File: src/rtl/sram_seq_initiator.sv
// Bulk-sequence initiator for a single-port byte-enable SRAM with 1-cycle
// registered read data. One command runs a pattern fill, a read-back verify
// or a read checksum over a contiguous, word-aligned, wrapping address range.
module sram_seq_initiator #(
  parameter int ADDR_WIDTH = 12
) (
  input  logic                  clk_i,
  input  logic                  rst_i,
  input  logic                  start_i,
  input  logic [1:0]            op_i,
  input  logic [ADDR_WIDTH-1:0] base_addr_i,
  input  logic [ADDR_WIDTH-2:0] word_count_i,
  input  logic [31:0]           seed_i,
  input  logic                  incr_i,
  input  logic [3:0]            be_i,
  output logic                  busy_o,
  output logic                  done_o,
  output logic                  err_o,
  output logic [15:0]           err_count_o,
  output logic [ADDR_WIDTH-1:0] first_err_addr_o,
  output logic [31:0]           checksum_o,
  output logic                  mem_en_o,
  output logic [ADDR_WIDTH-1:0] mem_addr_o,
  output logic [31:0]           mem_wdata_o,
  output logic                  mem_we_o,
  output logic [3:0]            mem_be_o,
  input  logic [31:0]           mem_rdata_i
);

  localparam logic [1:0] OP_FILL     = 2'b00;
  localparam logic [1:0] OP_VERIFY   = 2'b01;
  localparam logic [1:0] OP_CHECKSUM = 2'b10;

  typedef enum logic [1:0] {
    ST_IDLE  = 2'd0,
    ST_ISSUE = 2'd1,
    ST_DRAIN = 2'd2,
    ST_DONE  = 2'd3
  } state_t;

  // Expand a 4-bit byte enable into a 32-bit bit mask.
  function automatic logic [31:0] expand_be(input logic [3:0] be);
    expand_be = {{8{be[3]}}, {8{be[2]}}, {8{be[1]}}, {8{be[0]}}};
  endfunction

  state_t                state_r;
  logic [1:0]            op_r;
  logic [3:0]            be_r;
  logic                  incr_r;
  logic [ADDR_WIDTH-2:0] n_r;
  logic [ADDR_WIDTH-2:0] cnt_r;       // index of the access currently on the bus
  logic [ADDR_WIDTH-1:0] addr_r;      // address of the access currently on the bus
  logic [31:0]           pat_r;       // pattern of the access currently on the bus
  logic                  rd_valid_r;  // a read return is arriving this cycle
  logic [ADDR_WIDTH-1:0] rd_addr_r;
  logic [31:0]           rd_pat_r;

  logic [ADDR_WIDTH-1:0] base_word_s;
  logic [ADDR_WIDTH-1:0] next_addr_s;
  logic [31:0]           next_pat_s;
  logic [31:0]           diff_s;
  logic                  mismatch_s;
  logic                  last_s;
  logic                  legal_s;
  logic                  is_fill_s;

  // Next-access address/pattern and read-return compare.
  always_comb begin
    base_word_s = base_addr_i & ~ADDR_WIDTH'(2'b11);
    next_addr_s = addr_r + ADDR_WIDTH'(3'd4);
    next_pat_s  = incr_r ? (pat_r + 32'd1) : pat_r;
    diff_s      = (mem_rdata_i ^ rd_pat_r) & expand_be(be_r);
    mismatch_s  = rd_valid_r && (op_r == OP_VERIFY) && (diff_s != 32'd0);
    last_s      = (cnt_r == (n_r - (ADDR_WIDTH-1)'(1'b1)));
    legal_s     = (op_i == OP_FILL) || (op_i == OP_VERIFY) || (op_i == OP_CHECKSUM);
    is_fill_s   = (op_i == OP_FILL);
  end

  // Sequencer FSM, read-return accumulation and all registered outputs.
  always_ff @(posedge clk_i) begin
    if (rst_i) begin
      state_r          <= ST_IDLE;
      op_r             <= 2'b00;
      be_r             <= 4'b0000;
      incr_r           <= 1'b0;
      n_r              <= '0;
      cnt_r            <= '0;
      addr_r           <= '0;
      pat_r            <= 32'd0;
      rd_valid_r       <= 1'b0;
      rd_addr_r        <= '0;
      rd_pat_r         <= 32'd0;
      busy_o           <= 1'b0;
      done_o           <= 1'b0;
      err_o            <= 1'b0;
      err_count_o      <= 16'd0;
      first_err_addr_o <= '0;
      checksum_o       <= 32'd0;
      mem_en_o         <= 1'b0;
      mem_addr_o       <= '0;
      mem_wdata_o      <= 32'd0;
      mem_we_o         <= 1'b0;
      mem_be_o         <= 4'b0000;
    end else begin
      rd_valid_r <= 1'b0;
      if (rd_valid_r) begin
        checksum_o <= checksum_o + mem_rdata_i;
        if (mismatch_s) begin
          err_o <= 1'b1;
          if (err_count_o != 16'hFFFF) begin
            err_count_o <= err_count_o + 16'd1;
          end
          if (err_count_o == 16'd0) begin
            first_err_addr_o <= rd_addr_r;
          end
        end
      end

      case (state_r)
        ST_IDLE: begin
          if (start_i) begin
            op_r             <= op_i;
            be_r             <= be_i;
            incr_r           <= incr_i;
            n_r              <= word_count_i;
            cnt_r            <= '0;
            addr_r           <= base_word_s;
            pat_r            <= seed_i;
            busy_o           <= 1'b1;
            err_o            <= ~legal_s;
            err_count_o      <= 16'd0;
            first_err_addr_o <= '0;
            checksum_o       <= 32'd0;
            if (legal_s && (word_count_i != '0)) begin
              state_r     <= ST_ISSUE;
              mem_en_o    <= 1'b1;
              mem_addr_o  <= base_word_s;
              mem_we_o    <= is_fill_s;
              mem_be_o    <= is_fill_s ? be_i : 4'b0000;
              mem_wdata_o <= is_fill_s ? seed_i : 32'd0;
            end else begin
              state_r <= ST_DONE;
              done_o  <= 1'b1;
            end
          end
        end
        ST_ISSUE: begin
          rd_valid_r <= (op_r != OP_FILL);
          rd_addr_r  <= addr_r;
          rd_pat_r   <= pat_r;
          if (last_s) begin
            mem_en_o    <= 1'b0;
            mem_addr_o  <= '0;
            mem_we_o    <= 1'b0;
            mem_be_o    <= 4'b0000;
            mem_wdata_o <= 32'd0;
            if (op_r == OP_FILL) begin
              state_r <= ST_DONE;
              done_o  <= 1'b1;
            end else begin
              state_r <= ST_DRAIN;
            end
          end else begin
            cnt_r       <= cnt_r + (ADDR_WIDTH-1)'(1'b1);
            addr_r      <= next_addr_s;
            pat_r       <= next_pat_s;
            mem_addr_o  <= next_addr_s;
            mem_wdata_o <= (op_r == OP_FILL) ? next_pat_s : 32'd0;
          end
        end
        ST_DRAIN: begin
          state_r <= ST_DONE;
          done_o  <= 1'b1;
        end
        ST_DONE: begin
          state_r <= ST_IDLE;
          done_o  <= 1'b0;
          busy_o  <= 1'b0;
        end
        default: begin
          state_r <= ST_IDLE;
          done_o  <= 1'b0;
          busy_o  <= 1'b0;
        end
      endcase
    end
  end

endmodule

File: config.mk
export PLATFORM = sky130hd
export DESIGN_NAME = sram_seq_initiator
export DESIGN_NICKNAME = d
export VERILOG_FILES = /design/src/rtl/sram_seq_initiator.sv
export SDC_FILE = /design/constraint.sdc
export NUM_CORES = 1
export LEC_CHECK = 0
export ABC_AREA = 1
export BUFFER_PORTS_ARGS = -buffer_cell sky130_fd_sc_hd__buf_2
export CORE_MARGIN = 8
export CORE_UTILIZATION = 41
export CTS_CLUSTER_DIAMETER = 30
export DETAILED_ROUTE_END_ITERATION = 7
export HOLD_SLACK_MARGIN = 0.05
export PLACE_DENSITY = 0.69
export SLEW_MARGIN = 20
export SYNTH_ARGS = -nofsm -noshare
export SYNTH_HDL_FRONTEND = slang
export SYNTH_SLANG_ARGS = --single-unit
File: constraint.sdc
create_clock -name clk_i -period 5.2 [get_ports clk_i]
set_clock_uncertainty 0.2 [all_clocks]
set_input_delay 0 -clock clk_i [delete_from_list [all_inputs] [get_ports clk_i]]
set_output_delay 0 -clock clk_i [all_outputs]
set_load 0.1 [all_outputs]
==> results of run 1 <==
-- area by class of cell --
class	count	area, sq um	area share (%)
timing repair buffer	371	2650	14.5
clock buffer	70	1560	8.48
sequential	228	4570	24.9
tap	442	553	3.02
clock inverter	32	484	2.64
inverter	195	737	4.02
antenna	5	12.5	0.0683
multi-input combinational	1565	7770	42.4
-- registers in the layout (all words and copies together), names as in the netlist, 4 cells and up --
name	cells
mem_wdata_o	32
be_r	4
err_count_o	16
rd_pat_r	32
checksum_o	32
n_r	11
addr_r	10
first_err_addr_o	12
cnt_r	11
mem_addr_o	11
pat_r	32
rd_addr_r	10
mem_be_o	4
-- tightest hold or removal path, cell delays in order --
cell and delay, ns:
dlygate4sd3_1 0.52, buf_2 0.12, nand2_1 0.08, a31oi_1 0.08
-- synthesized netlist by cell type (all sizes together) --
master	count
a211oi	2
a21boi	1
a21o	4
a21oi	150
a31oi	41
and2	1
buf	29
clkbuf	63
clkinv	1
dfxtp	228
fa	1
ha	40
inv	194
nand2	455
nand3	128
nand3b	8
nand4	36
nor2	338
nor3	36
nor3b	3
nor4	8
o211ai	8
o21a	4
o21ai	205
o21bai	6
o221ai	1
or2	7
xnor2	33
xor2	49
-- power by group --
group,leakage [nW],switching (W),internal [W]
Sequential,1.87,0.000405,0.00220
Clock,0.971,0.00112,0.00264
Combinational,5.65,0.00293,0.00108
-- routing by layer --
metal	up-vias	track usage [%]	wire length (microns)
li1	7524	-	-
met1	6858	31.3	21300
met2	640	35.1	19800
met3	135	5.08	3730
met4	0	9.75	1730
met5	-	0	0
-- worst max path at each step --
stage,from,end,slack (ns),cells past startpoint
finish,state_r[0],mem_be_o[2],1.03,13
global route,state_r[0],mem_be_o[2],0.88,13
CTS,state_r[0],mem_be_o[0],1.46,13
detailed placement,rd_valid_r,first_err_addr_o[3],1.96,6
global placement,rd_valid_r,first_err_addr_o[10],2.12,6
floorplan,err_count_o[0],err_count_o[0],2.40,11
-- through the flow --
stage	hold slack (ns)	setup WS, ns
final	0.0969	1.03
after global routing	0.0964	0.876
after CTS	0.0784	1.46
after detailed placement	0.0820	1.96
after global placement	0.0690	2.12
after floorplan	-0.122	2.40
-- logic make-up (layout without fill, tap and decap cells) --
| group | Yosys count | in the layout | synth area share (%) |
|---|---|---|---|
| buffers and inverters | 287 | 668 | 8.64 |
| adders and majority gates | 41 | 41 | 3.86 |
| other | 0 | 5 | 0 |
| AOI/OAI and AO/OA | 422 | 422 | 16.5 |
| and+or+nand+nor | 1020 | 1020 | 31.8 |
| DFF | 228 | 228 | 33.9 |
| xor gates and xnor gates | 82 | 82 | 5.33 |
-- repair_timing --
action                                 CTS  global route
setup endpoints to repair                0             0
hold buffers                           154             0
buffers inserted                         0             0
endpoints found under the hold margin  159             0
==> results.md, run 1 <==
- Status: finished clean
- Mapped Cells: 2,080
- Routed Antenna Nets: 0
- Fin. Hold Viols: 0
- Tot GR Track Use: 23.1%
- Slowest cell on crit path: dlygate4sd3_1
- Area post-placement: 0.0147 sq mm
- Area Growth Syn to Fin: 36.0%
- Commonest non-fill, non-tap cell in the layout: nand2_1
- Die area: 0.0389 sq mm
- Clock slew at reported path FFs: 0.05 ns
- Post-layout net count: 2,555
- CTS tree: yes
- DR iter-0 viols: 1,103
- Worst path buffer plus inverter count: 4
- Routed vias: 15,200
- Antenna violations before repair: 3
- Setup crit end kind: flip-flop
- Layout filler cell count: 3,013
- Worst r2r path cells: 13
- Worst-Skew Late Latency: 0.56 ns
- Synth area leaders: dfxtp_1 (34%), nand2_1 (13%), nor2_1 (9.3%)
- Largest net degree at the start of global routing: 84
- Slowest cell delay on critical path: 0.61 ns
- Critical Path AT: 4.45 ns
- Period utilization: 80.1%
- Worst Hold Class: input port to flip-flop
- Vias in the first global route: 14,500
- Worst Hold Path EP: mem_addr_o[5]
- Hold Startpoint: base_addr_i[5]
- Hold Path Depth: 4
- Area share of the leading cell type in the synthesized netlist: 33.9%
- Critical Path RT: 5.49 ns
- Setup violators final: 0
- Maximum buffer depth of the clock tree: 3
- CTS HTree Levels: 2
- Largest delay share family, worst path: buffers and inverters
- Post-Layout Cell Count: 2,908
- FF-to-FF setup slack: 1.03 ns
- Syn Area/Cell: 6.48 sq um
- Capturing point of the worst reg2reg path: mem_be_o[2]
- Global-route wire length before repair: 74.3 mm
- Effective utilization at floorplan: 41.5%
- # IOs: 210
- Clock sinks: 228
- Design Power: 0.0104 W
- Num rows: 66
- # DRC: 0
- Pins Over Slew Limit: 0
- Total core area: 0.0325 sq mm
- Syn. warnings: 0
- Max_cap viols: 0
- Synth unique cells: 43
- Die height: 197 microns
- Worst setup SP type: flip-flop
- Die width: 197 microns
- Final Core Density: 56.5%
- Vias per cell: 5.21
- Biggest area consumer among synthesized cells: dfxtp_1
- Measured slew at the worst slew-check pin: 1.09 ns
- Reg2reg start: state_r[0]
- Fmax: 240 MHz
- Share of layout cells above drive strength 1: 13.9%
- Sequential fraction of the synthesis area: 33.9%
- CP Class: flip-flop to flip-flop
- Drt wl/cell: 16.0 microns
- Most frequent cells in the layout: nand2_1 (452), nor2_1 (331), dfxtp_1 (227)
- Syn nets: 2,218
- Crit-path cells: inv_1, ha_1, nand2_1, buf_4, a21oi_1, nand2_1, nand2_1, nand2_1, nor3_1, nand2_1, dlygate4sd3_1, a21oi_1, dlygate4sd3_1
- Final Cell Area: 0.0183 sq mm
- Post-synth design cell area: 0.0135 sq mm
- CTS Buf Count: 56
- Flops & latches, synth: 228
- Power Density: 567 mW/mm^2
- Most used cell, CP: nand2_1
- PortBufs: 207
- RSZ-0062 raised after global routing: false
- Number of iterations in the first detailed-routing pass: 6
- Wirelength, routed: 46.6 mm
- Root buffer cell: clkbuf_16
- Gr ovfl total: 0
- Post-DP HPWL: 31.2 mm
- Post-CTS sizing: 0
- Period minus WS final: 4.17 ns
- Rel. slew slack: 27.5%
- Setup TNS: 0 ns
- Largest fanout on the critical path: 32
- GP Congestion: 0.921
- Leakage: 8.49 nW
- Post-placement cell count: 2,647
- VDD IR max: 598 uV
(Power assumes the default switching activity.)
==> inputs of run 2 (changes only) <==
Clock period 5.2 ns to 4.05 ns, I/O delays scaled along.
==> run 2 against run 1 <==
Compared with the run above:
- wire length shrank 1.1%
- maximum frequency grew 11%
- sequential share of layout area shrank 0.13 points
- combinational power grew 29%
- count of clock-buffer cells in the layout is 2 higher
- register-to-register slack got worse by 0.74 ns
- critical path depth unchanged
- utilization rose by 0.29 points
- critical path type unchanged
- largest power group unchanged
==> results.md, run 2 (synthesized netlist as in run 1, its figures left out) <==
- CTS Buf Count: 58 (+3.6%)
- Post-layout net count: 2,567 (+0.47%)
- Flop pwr share: 25.3% (+0.2 points)
- Gate power share: 39.1% (+0.5 points)
- Gr ovfl total: 0 (unchanged)
- Sw power: 0.00569 W (+28%)
- Antenna violations before repair: 2 (-1)
- Routed vias: 15,100 (-0.18%)
- Post-DP HPWL: 31.4 mm (+0.72%)
- Measured slew at the worst slew-check pin: 1.02 ns (-0.0647 ns)
- Clock slew at reported path FFs: 0.05 ns (about the same)
- Crit-path cells: inv_1, ha_1, nand2_1, buf_4, a21oi_1, nand2_1, nand2_1, nand2_1, nor3_4, nand2_1, dlygate4sd3_1, a21oi_1, dlygate4sd3_1
- Global-route wire length before repair: 73.9 mm (-0.48%)
- Clock sinks: 228 (unchanged)
- Wirelength, routed: 46.1 mm (-1.1%)
- Clock share of power: 35.6% (-0.6 points)
- Period utilization: 92.7% (+13 points)
- Maximum buffer depth of the clock tree: 3 (unchanged)
- Root buffer cell: clkbuf_16
- VDD IR max: 638 uV (+6.8%)
- Routed Antenna Nets: 0 (unchanged)
- CTS HTree Levels: 2 (unchanged)
- DR iter-0 viols: 1,126 (+2.1%)
- Critical Path RT: 4.35 ns (-1.14 ns)
- Die height: 197 microns (unchanged)
- Setup crit end kind: flip-flop
- Largest delay share family, worst path: buffers and inverters
- Setup violators final: 0 (unchanged)
- Rel. slew slack: 31.5% (+4.0 points)
- Status: finished clean
- Worst Hold Class: input port to flip-flop
- # IOs: 210 (unchanged)
- Area Growth Syn to Fin: 36.7%
- Effective utilization at floorplan: 41.5% (unchanged)
- PortBufs: 207 (unchanged)
- Tot GR Track Use: 22.9% (-0.19 points)
- Layout filler cell count: 3,016 (+0.10%)
- CP Class: flip-flop to flip-flop
- Slowest cell delay on critical path: 0.61 ns (about the same)
- P_int: 0.00757 W (+28%)
- Critical Path AT: 4.05 ns (-0.40 ns)
- Worst setup SP type: flip-flop
- # DRC: 0 (unchanged)
- Number of iterations in the first detailed-routing pass: 6 (unchanged)
- Vias in the first global route: 14,300 (-0.97%)
- Sw Ratio: 42.9% (about the same)
- Area of the multi-input gates: 0.00778 sq mm (+0.14%)
- Leakage: 8.55 nW (+0.72%)
- RSZ-0062 raised after global routing: false
- Worst-Skew Late Latency: 0.56 ns (about the same)
- Most used cell, CP: nand2_1
- Max_cap viols: 0 (unchanged)
- Largest net degree at the start of global routing: 95 (+13%)
- Largest fanout on the critical path: 26 (-19%)
- Commonest non-fill, non-tap cell in the layout: nand2_1
- Share of layout cells above drive strength 1: 14.1% (+0.29 points)
- Vias per cell: 5.18 (-0.62%)
- Fmax: 266 MHz (+11%)
- Slowest cell on crit path: dlygate4sd3_1
- CTS tree: yes
- Worst path buffer plus inverter count: 4 (unchanged)
- Hold Path Depth: 4 (unchanged)
- GP Congestion: 0.912 (-0.98%)
- Die width: 197 microns (unchanged)
- Drt wl/cell: 15.8 microns (-1.6%)
- Setup TNS: 0 ns (unchanged)
- Total core area: 0.0325 sq mm (unchanged)
- Crit. path cell count: 13 (unchanged)
- Final Core Density: 56.8% (+0.29 points)
- Die area: 0.0389 sq mm (unchanged)
- Worst r2r path cells: 13 (unchanged)
- Post-CTS setup buffers: 0 (unchanged)
- FF+latch area: 0.00457 sq mm (unchanged)
- Fin. Hold Viols: 0 (unchanged)
- Pins Over Slew Limit: 0 (unchanged)
- Most frequent cells in the layout: nand2_1 (452), nor2_1 (331), dfxtp_1 (227)
- Num rows: 66 (unchanged)
- Power Density: 720 mW/mm^2 (+27%)
- Period minus WS final: 3.75 ns (-0.411 ns)
==> run 2: changes by cell type in the layout (fill, tap and decap cells not counted), sizes merged, moves of 2 or more <==
cell         delta
buf             +6
bufinv          -2
clkbuf          +2
clkinv          +2
dlygate4sd3     +4
==> run 2: through the flow <==
stage	cell area, sq um	instances	hold WS [ns]	setup slack [ns]	total power, W
3_5_place_dp	14800	2653	0.107	1.06	0.00812
4_1_cts	18400	2917	0.0712	0.317	0.0132
5_1_grt	18400	2919	0.114	0.00102	0.0140
6_report	18400	2921	0.101	0.296	0.0133
3_3_place_gp	14800	2653	0.0850	1.15	0.00806
2_1_floorplan	13500	2080	-0.122	1.25	0.00711
==> run 2: what timing repair did <==
item	in CTS	in global routing
hold endpoints to repair	163	0
endpoints found under the setup margin	0	4
resized for setup	0	2
hold buffers	158	0
==> run 2: layer usage <==
| layer | wire, microns | global-route usage (%) |
|---|---|---|
| met1 | 21200 | 31.2 |
| met2 | 19900 | 35.5 |
| met3 | 3590 | 4.82 |
| met5 | 0 | 0 |
| met4 | 1400 | 8.00 |
==> run 2: final timing paths <==
kind | to | from | slack [ns]
worst max-delay path | mem_be_o[2] | state_r[0] | 0.30
worst min-delay path | mem_addr_o[3] | base_addr_i[3] | 0.10
worst max register to register | mem_be_o[2] | state_r[0] | 0.30
worst min register to register | first_err_addr_o[1] | first_err_addr_o[1] | 0.26
==> run 2: worst register-to-register path: stages (launching register included) <==
cell and delay (ns):
dfxtp_1 0.35, inv_1 0.13, ha_1 0.28, nand2_1 0.20, buf_4 0.28, a21oi_1 0.25
nand2_1 0.09, nand2_1 0.10, nand2_1 0.12, nor3_4 0.25, nand2_1 0.11, dlygate4sd3_1 0.61
a21oi_1 0.16, dlygate4sd3_1 0.57
==> run 2: power groups by stage <==
| stage | Sequential, W | Combinational, W | Clock [W] |
|---|---|---|---|
| final | 0.00335 | 0.00518 | 0.00472 |
| after global routing | 0.00342 | 0.00565 | 0.00493 |
| after CTS | 0.00333 | 0.00512 | 0.00480 |
| after detailed placement | 0.00336 | 0.00476 | 0 |
| after global placement | 0.00335 | 0.00471 | 0 |
| after floorplan | 0.00459 | 0.00252 | 0 |
==> run 2: layout make-up <==
type                            instances  share of cell area (%)
Antenna cell                            4                  0.0543
Clock buffer                           72                    8.54
Sequential cell                       228                    24.8
Timing Repair Buffer                  381                    14.9
Inverter                              195                    4.00
Multi-Input combinational cell       1565                    42.2
Tap cell                              442                    3.00
Clock inverter                         34                    2.52
==> inputs of run 3 (changes only) <==
Clock period 4.05 ns to 3.78 ns, I/O delays scaled along.
==> run 3 against run 2 <==
Compared with the run above:
- count of clock-buffer cells in the layout down 11
- sequential power is 7.5% higher
- worst hold slack worse by 0.023 ns
- non-clock buffer count fell by 22
- critical path depth is 3 lower
==> results.md, run 3 (synthesized netlist as in run 1, its figures left out) <==
- Status: finished clean
- Crit path launch: state_r[0]
- Tot GR Track Use: 22.7% (-0.26 points)
- Post-DP HPWL: 31.2 mm (-0.66%)
- Slowest cell on crit path: dlygate4sd3_1
- Max_cap viols: 0 (unchanged)
- DP Worst Slack: 0.716 ns (-0.343 ns)
- Gr ovfl total: 0 (unchanged)
- VDD IR max: 929 uV (+46%)
- CP Class: flip-flop to flip-flop
- Critical Path RT: 4.07 ns (-0.28 ns)
- Effective utilization at floorplan: 41.5% (unchanged)
- Total core area: 0.0325 sq mm (unchanged)
- Reg2reg start: state_r[0]
- Area Growth Syn to Fin: 33.4%
- CTS tree: yes
- Measured slew at the worst slew-check pin: 0.952 ns (-0.0697 ns)
- # IOs: 210 (unchanged)
- Maximum buffer depth of the clock tree: 3 (unchanged)
- Largest net degree at the start of global routing: 129 (+36%)
- Leakage: 8.31 nW (-2.8%)
- Die area: 0.0389 sq mm (unchanged)
- FF+latch area: 0.00457 sq mm (unchanged)
- Hold Path Depth: 8 (+4)
- Post-placement cell count: 2,648 (-0.19%)
- CTS HTree Levels: 2 (unchanged)
- Routed vias: 15,000 (-0.87%)
- Worst r2r path cells: 10 (-3)
- Worst Hold Path EP: checksum_o[5]
- CTS Buf Count: 52 (-10%)
- Pins Over Slew Limit: 0 (unchanged)
- Final WS setup: 0.249 ns (-0.0464 ns)
- Area of the multi-input gates: 0.00777 sq mm (-0.11%)
- Root buffer cell: clkbuf_16
- RSZ-0062 raised after global routing: false
- Min Hold Slack: 0.0781 ns (-0.0228 ns)
- Hold Startpoint: mem_rdata_i[3]
- Drt wl/cell: 16.0 microns (+1.2%)
- FF-to-FF setup slack: 0.25 ns (-0.05 ns)
- Commonest non-fill, non-tap cell in the layout: nand2_1
- Fin. Hold Viols: 0 (unchanged)
- Clock sinks: 228 (unchanged)
- Setup crit end kind: flip-flop
- Setup violators final: 0 (unchanged)
- Worst setup SP type: flip-flop
- Crit-path cells: inv_1, ha_1, nand2_2, clkinv_1, nor2_2, clkinvlp_4, nor2_1, o21ai_0, dlygate4sd3_1, inv_1
- Layout filler cell count: 3,091 (+2.5%)
- Post-CTS setup buffers: 0 (unchanged)
- Number of iterations in the first detailed-routing pass: 6 (unchanged)
- Num rows: 66 (unchanged)
- Capturing point of the worst reg2reg path: checksum_o[31]
- Routed Antenna Nets: 0 (unchanged)
- Period minus WS final: 3.53 ns (-0.224 ns)
- Setup TNS: 0 ns (unchanged)
- Die height: 197 microns (unchanged)
- Global-route wire length before repair: 73.1 mm (-1.1%)
- Final Core Density: 55.4% (-1.4 points)
- Critical Path AT: 3.82 ns (-0.23 ns)
- PortBufs: 207 (unchanged)
- # DRC: 0 (unchanged)
- Most used cell, CP: inv_1
- Vias in the first global route: 14,400 (+0.63%)
- Antenna violations before repair: 2 (unchanged)
- Most frequent cells in the layout: nand2_1 (451), nor2_1 (331), dfxtp_1 (227)
- Power Density: 756 mW/mm^2 (+5.0%)
- Vias per cell: 5.19 (+0.19%)
- Worst Hold Class: input port to flip-flop
- Worst-Skew Late Latency: 0.56 ns (about the same)
- DR iter-0 viols: 1,240 (+10%)
- Period utilization: 93.4% (+0.71 points)
- Clock slew at reported path FFs: 0.05 ns (about the same)
- Fmax: 283 MHz (+6.3%)
- GP Congestion: 0.921 (+1.0%)
- Post-layout net count: 2,540 (-1.1%)
- Wirelength, routed: 46.1 mm (about the same)
- Slowest cell delay on critical path: 0.58 ns (-0.03 ns)
- Rel. slew slack: 36.6% (+5.1 points)
- Share of layout cells above drive strength 1: 14.0% (-0.19 points)
- Largest fanout on the critical path: 21 (-19%)
- Post-Layout Cell Count: 2,890 (-1.1%)
- Die width: 197 microns (unchanged)
==> run 3: where the power goes <==
group	internal, W	switching, W
logic	0.00149	0.00402
clock network	0.00297	0.00151
registers	0.00303	0.000563
total	0.00749	0.00610
==> run 3: worst max-delay path by stage <==
stage / endpoint / slack (ns) / cells past startpoint
after detailed placement: checksum_o[12] / 0.72 / 9
final: checksum_o[31] / 0.25 / 10
after global placement: checksum_o[8] / 0.80 / 9
after floorplan: err_count_o[0] / 0.98 / 11
after CTS: checksum_o[31] / 0.21 / 10
after global routing: checksum_o[31] / 0.03 / 10
==> run 3: repair_timing <==
| action | 4_1_cts | 5_1_grt |
|---|---|---|
| hold endpoints to repair | 162 | 0 |
| gates resized for setup | 0 | 2 |
| endpoints found under the setup margin | 0 | 18 |
| hold buffers | 140 | 0 |
==> run 3: final cells by class <==
cell class | instances | share of cell area (%)
clock buffers | 61 | 7.70
repair buffers | 359 | 14.2
diodes | 4 | 0.0557
repair inverters | 1 | 0.0278
well taps | 442 | 3.08
flip-flops and latches | 228 | 25.4
multi-input cells | 1565 | 43.2
inverters | 195 | 4.12
clock inverters | 35 | 2.16
==> run 3: per-layer routing <==
metal	track usage (%)	part of all wire (%)	vias up
li1	-	-	7482
met1	30.6	46	6802
met2	34.9	43	591
met3	4.53	7.8	123
met4	9.47	3.6	0
met5	0	0	-
==> run 3: metrics by stage <==
step | cell area [sq um] | total power [W]
3_5_place_dp | 14800 | 0.00871
5_1_grt | 18000 | 0.0143
3_3_place_gp | 14800 | 0.00863
2_1_floorplan | 13500 | 0.00762
6_report | 18000 | 0.0136
4_1_cts | 17900 | 0.0135
==> run 3: critical path, delay by kind of cell, from the launching register on <==
kind                       cells  cell delay, ns
AOI/OAI and AO/OA              1            0.13
and+or+nand+nor                3            0.88
buffers and inverters          5            1.55
DFF                            1            0.42
adders and majority gates      1            0.28
